File: src/rtl/div_pkg.sv
// ---------------------------------------------------------------------------
// div_pkg : shared types and constants for the restoring divider
// Rev 1.0
// ---------------------------------------------------------------------------
`default_nettype none

package div_pkg;

  localparam int DIV_N      = 8;
  localparam int DIVIDEND_W = 2 * DIV_N;
  localparam int ITER       = 2 * DIV_N;

  typedef enum logic [1:0] {
    IDLE = 2'd0,
    BUSY = 2'd1,
    DONE = 2'd2
  } state_e;

endpackage

`default_nettype wire

File: src/rtl/divide_if.sv
// ---------------------------------------------------------------------------
// divide_if : request/result bundle of the divider
// Rev 1.0
// ---------------------------------------------------------------------------
`default_nettype none

interface divide_if
  import div_pkg::*;
#(
  parameter int N = DIV_N
) ();

  logic           start;
  logic [2*N-1:0] dividend;
  logic [N-1:0]   divisor;
  logic [2*N-1:0] QT;
  logic [N-1:0]   RM;
  logic           DZ;
  logic           Ready;

  modport master (
    output start, dividend, divisor,
    input  QT, RM, DZ, Ready
  );

  modport slave (
    input  start, dividend, divisor,
    output QT, RM, DZ, Ready
  );

endinterface

`default_nettype wire

File: src/rtl/div_step.sv
// ---------------------------------------------------------------------------
// div_step : one combinational shift / trial-subtract / restore step
// Rev 1.0
// ---------------------------------------------------------------------------
`default_nettype none

module div_step
  import div_pkg::*;
#(
  parameter int N = DIV_N
) (
  input  logic [N:0]   rem_i,
  input  logic         bit_i,
  input  logic [N-1:0] divisor_i,
  output logic [N:0]   rem_o,
  output logic         q_o
);

  logic [N:0]   shifted_w;
  logic [N+1:0] diff_w;

  assign shifted_w = {rem_i[N-1:0], bit_i};
  assign diff_w    = {1'b0, shifted_w} - {2'b00, divisor_i};

  // A bit shifted out of the top means the true value exceeds any divisor,
  // so the subtraction is valid and the low N+1 bits of the difference are exact.
  assign q_o   = rem_i[N] | ~diff_w[N+1];
  assign rem_o = q_o ? diff_w[N:0] : shifted_w;

endmodule

`default_nettype wire

File: src/rtl/divide.sv
// ---------------------------------------------------------------------------
// divide : sequential restoring divider, 2N-bit / N-bit, one bit per cycle
// Rev 1.0
// ---------------------------------------------------------------------------
`default_nettype none

module divide
  import div_pkg::*;
#(
  parameter int N = DIV_N
) (
  input  logic     clock,
  input  logic     reset,
  divide_if.slave  bus
);

  localparam int DW    = 2 * N;
  localparam int STEPS = 2 * N;
  localparam int CW    = $clog2(STEPS);
  localparam logic [CW-1:0] LAST = CW'(STEPS - 1);

  state_e          state_q;
  logic [CW-1:0]   cnt_q;
  logic [DW-1:0]   dvd_q;
  logic [N-1:0]    dvs_q;
  logic [N:0]      rem_q;
  logic [DW-1:0]   qt_q;
  logic [N-1:0]    rm_q;
  logic            dz_q;
  logic            ready_q;

  logic [N:0]      rem_d;
  logic            qbit_d;
  logic [DW-1:0]   dvd_d;

  div_step #(.N(N)) u_step (
    .rem_i     (rem_q),
    .bit_i     (dvd_q[DW-1]),
    .divisor_i (dvs_q),
    .rem_o     (rem_d),
    .q_o       (qbit_d)
  );

  // Dividend bits leave from the top while quotient bits enter at the bottom.
  assign dvd_d = {dvd_q[DW-2:0], qbit_d};

  always_ff @(posedge clock or negedge reset) begin
    if (!reset) begin
      state_q <= IDLE;
      cnt_q   <= '0;
      dvd_q   <= '0;
      dvs_q   <= '0;
      rem_q   <= '0;
      qt_q    <= '0;
      rm_q    <= '0;
      dz_q    <= 1'b0;
      ready_q <= 1'b1;
    end else begin
      unique case (state_q)
        IDLE, DONE: begin
          if (bus.start) begin
            dvd_q   <= bus.dividend;
            dvs_q   <= bus.divisor;
            rem_q   <= '0;
            cnt_q   <= '0;
            state_q <= BUSY;
            ready_q <= 1'b0;
          end
        end
        BUSY: begin
          dvd_q <= dvd_d;
          rem_q <= rem_d;
          cnt_q <= cnt_q + 1'b1;
          if (cnt_q == LAST) begin
            qt_q    <= dvd_d;
            rm_q    <= rem_d[N-1:0];
            dz_q    <= (dvs_q == '0);
            state_q <= DONE;
            ready_q <= 1'b1;
          end
        end
        default: begin
          state_q <= IDLE;
          ready_q <= 1'b1;
        end
      endcase
    end
  end

  assign bus.QT    = qt_q;
  assign bus.RM    = rm_q;
  assign bus.DZ    = dz_q;
  assign bus.Ready = ready_q;

endmodule

`default_nettype wire

File: src/flat_wrapper.sv
// flat-port wrapper written by rule: the top's interface ports become plain ports
module divide_flat import div_pkg::*;
#(
  parameter int N = DIV_N
)
  (clock, reset, bus_start, bus_dividend, bus_divisor, bus_QT, bus_RM, bus_DZ, bus_Ready);
  divide_if #(.N(N)) bus_i ();
  input  logic clock;
  input  logic reset;
  input wire logic [$bits(bus_i.start)-1:0] bus_start;
  input wire logic [$bits(bus_i.dividend)-1:0] bus_dividend;
  input wire logic [$bits(bus_i.divisor)-1:0] bus_divisor;
  output wire logic [$bits(bus_i.QT)-1:0] bus_QT;
  output wire logic [$bits(bus_i.RM)-1:0] bus_RM;
  output wire logic [$bits(bus_i.DZ)-1:0] bus_DZ;
  output wire logic [$bits(bus_i.Ready)-1:0] bus_Ready;
  assign bus_i.start = bus_start;
  assign bus_i.dividend = bus_dividend;
  assign bus_i.divisor = bus_divisor;
  assign bus_QT = bus_i.QT;
  assign bus_RM = bus_i.RM;
  assign bus_DZ = bus_i.DZ;
  assign bus_Ready = bus_i.Ready;
  divide #(.N(N)) u_core (.clock(clock), .reset(reset), .bus(bus_i));
endmodule
File: config.mk
export PLATFORM = sky130hd
export DESIGN_NAME = divide_flat
export DESIGN_NICKNAME = d
export VERILOG_FILES = /design/src/rtl/div_pkg.sv /design/src/rtl/divide_if.sv /design/src/rtl/div_step.sv /design/src/rtl/divide.sv /design/src/flat_wrapper.sv
export SDC_FILE = /design/constraint.sdc
export NUM_CORES = 1
export LEC_CHECK = 0
export CAP_MARGIN = 5
export CORE_MARGIN = 2
export CORE_UTILIZATION = 25
export DETAILED_ROUTE_END_ITERATION = 6
export RECOVER_POWER = 25
export SLEW_MARGIN = 20
export SYNTH_ARGS = -nofsm -noshare
export SYNTH_HDL_FRONTEND = slang
export SYNTH_SLANG_ARGS = --single-unit
File: constraint.sdc
create_clock -name clock -period 3.4 [get_ports clock]
set_clock_uncertainty 0.1 [all_clocks]
set_input_delay 0.51 -clock clock [delete_from_list [all_inputs] [get_ports clock]]
set_output_delay 0.51 -clock clock [all_outputs]
set_load 0.1 [all_outputs]
==> reports/metrics.yaml <==
status:
  outcome: "finished clean"
worst_setup_path:
  r2r_cells: 6
  rrSetupSlack_ns: 0.90
  crit_path_start_kind: "register"
  crit_chain: "ha_1 > a21oi_2 > nand2_1 > o21ai_1 > nand3_1 > a32o_1"
  reg2reg_from: "u_core.rem_q[3]"
  cp_max_fo: 12
  slowest_stage: "o21ai_1"
  worstSetupPathType: "register to register"
  cpPeakStageDelay_ns: 0.65
  reg2reg_to: "u_core.rem_q[1]"
  end_kind: "register"
  worstPathRequired_ns: 3.51
  critPathArrivalTime_ns: 2.61
clock_tree:
  clk_latency_ns: 0.32
  htreeDepth: 3
  cts_inserted_buffers: 9
  cts_tree: "built"
  cts.sinks: 65
  clk_pin_slew_ns: 0.05
  cts_root_buf: "clkbuf_16"
  cts_setup_buffers: 0
  cts_resized: 0
  clockBufferDepth: 2
  hold_buffers: 0
final_layout:
  nNetsFinal: 442
  fin_area_mm2: 0.00424
  fin_util_pct: 33.8
  drive_above_1_share_pct: 10.7
  syn2layout_area_growth_pct: 32.1
  antennaDiodeCount: 0
timing:
  maxSlewHeadroom_pct: 9.83
  setup_viol: 0
  period_minus_slack_ns: 2.50
  tightest_slew_ns: 1.35
  hold_viol_final: 0
  fmax_ghz: 0.400
  fin_crit_sh_pct: 73.5
  slew_violations: 0
  tns_ns: 0
  rsz0062_at_grt: "false"
floorplanning:
  core_mm2: 0.0126
  rows: 41
  die_area_mm2: 0.0138
  start_util_pct: 25.6
  ios: 53
  die_w_um: 117
  dieHeight_um: 117
placed_design:
  place.gp.congestion: 0.873
  portBuffers: 52
  hpwl_um: 6050
  dpl_cell_area_mm2: 0.00389
yosys:
  synth_nets: 391
  synth_ff_type: "dfrtp_1"
  synthMostInstantiatedCell: "nand2_1"
  synth_commonest_cells: "105 x nand2_1, 64 x dfrtp_1, 18 x o21ai_0, 15 x a22oi_1, 14 x inv_1"
  syn_inst: 354
  syn_area_per_cell_um2: 9.08
  synth_top_area_share_pct: 49.8
  synth_area_leaders: "dfrtp_1 50%, nand2_1 12%, a22oi_1 3.5%"
  synth_edf_count: 0
  async_flop_share_pct: 100
  synth_top_area_cell: "dfrtp_1"
  synth_warnings: 0
  synth_cell_types: 49
  ys_seq_area_share_pct: 50.7
  syn-cell-area_mm2: 0.00321
  synth-seq-cells: 65
route:
  ant_nets: 0
  first_pass_iters: 4
  drc_errors: 0
  wl_per_cell_um: 14.6
  drt_iter0_markers: 204
  wl_um: 8490
  vias: 2729
  via_per_inst: 4.69
global_routing:
  track_usage_pct: 12.9
  grt_max_degree: 33
  grt_pass1_wl_um: 14500
  antenna_found_initial: 0
  overflow: 0
  grt_pass1_vias: 2867
job:
  maxCapViolCount: 0
worst_hold_path:
  min_to: "u_core.bus.QT[15]"
  whs_path_depth: 2
  hp-start: "u_core.bus.QT[15]"
  hold_path.class: "register to register"
==> worst max-delay path by stage <==
stage                         start          endpoint  slack (ns)
finish              u_core.rem_q[3]   u_core.rem_q[1]        0.90
CTS                 u_core.rem_q[3]   u_core.rem_q[1]        0.89
global placement    u_core.dvs_q[1]   u_core.rem_q[1]        0.97
detailed placement  u_core.dvs_q[1]   u_core.rem_q[1]        0.90
floorplan           u_core.dvs_q[0]  u_core.bus.RM[6]        1.41
global route        u_core.rem_q[3]   u_core.rem_q[0]        0.72
==> per-stage QoR <==
step / instances / worst slack (ns) / hold slack [ns]
after floorplan: 354 / 1.41 / 0.114
after global placement: 566 / 0.967 / 0.358
after detailed placement: 566 / 0.901 / 0.363
after CTS: 582 / 0.890 / 0.0971
after global routing: 582 / 0.717 / 0.401
final: 582 / 0.900 / 0.368
==> layout by cell type (no fill, tap or decap), types with 5 or more instances in the layout <==
master / instances
o211ai_1: 7
nor3_1: 5
dfrtp_1: 64
nand3_1: 10
a21oi_1: 9
nand4_1: 6
a22oi_1: 15
nand2_1: 105
o21ai_0: 18
buf_4: 18
clkdlybuf4s50_1: 40
ha_1: 9
nor2_1: 10
inv_1: 14
clkbuf_16: 9
o31ai_1: 6
==> final cells by class <==
cell class / instances / area (µm²)
Clock buffer: 11 / 233
Inverter: 14 / 52.6
Clock inverter: 5 / 128
Tap cell: 172 / 215
Timing Repair Buffer: 60 / 543
Sequential cell: 65 / 1630
Fill cell: 1286 / 8320
Multi-Input combinational cell: 255 / 1450
==> worst max-delay path, delay by kind of cell (launching register included) <==
| kind | cells | cell delay (ns) |
|---|---|---|
| AO/OA/AOI/OAI | 3 | 1.14 |
| AND/OR/NAND/NOR | 2 | 0.31 |
| flip-flops | 1 | 0.42 |
| adder cells (fa/ha/maj) | 1 | 0.42 |
==> routing by layer <==
| layer | up-vias | part of all wire, % | global-route usage [%] |
|---|---|---|---|
| li1 | 1336 | - | - |
| met4 | 0 | 0.34 | 3.16 |
| met1 | 1330 | 47 | 16.8 |
| met3 | 4 | 4.5 | 3.65 |
| met2 | 59 | 48 | 21.2 |
| met5 | - | 0 | 0 |
==> state kept, by name, summed over array words and instances (netlist names) <==
register / cells
u_core.dvd_q: 16
u_core.bus.RM: 8
u_core.dvs_q: 8
u_core.state_q: 2
u_core.cnt_q: 4
u_core.bus.DZ: 1
u_core.bus.Ready: 1
u_core.bus.QT: 16
u_core.rem_q: 9
==> cells by family (layout without fill, tap and decap cells) <==
group / after synthesis / in the layout / share of synthesized area [%]
simple gates: 157 / 157 / 21.1
compound gates: 85 / 85 / 18.7
flops: 65 / 65 / 50.7
buf+inv: 34 / 90 / 4.59
fa+ha+maj: 10 / 10 / 4.13
xor+xnor: 3 / 3 / 0.818
Power is left out: the tool's default activity adds up to more than one toggle a clock period on the data nets, which glitch-free logic cannot reach.
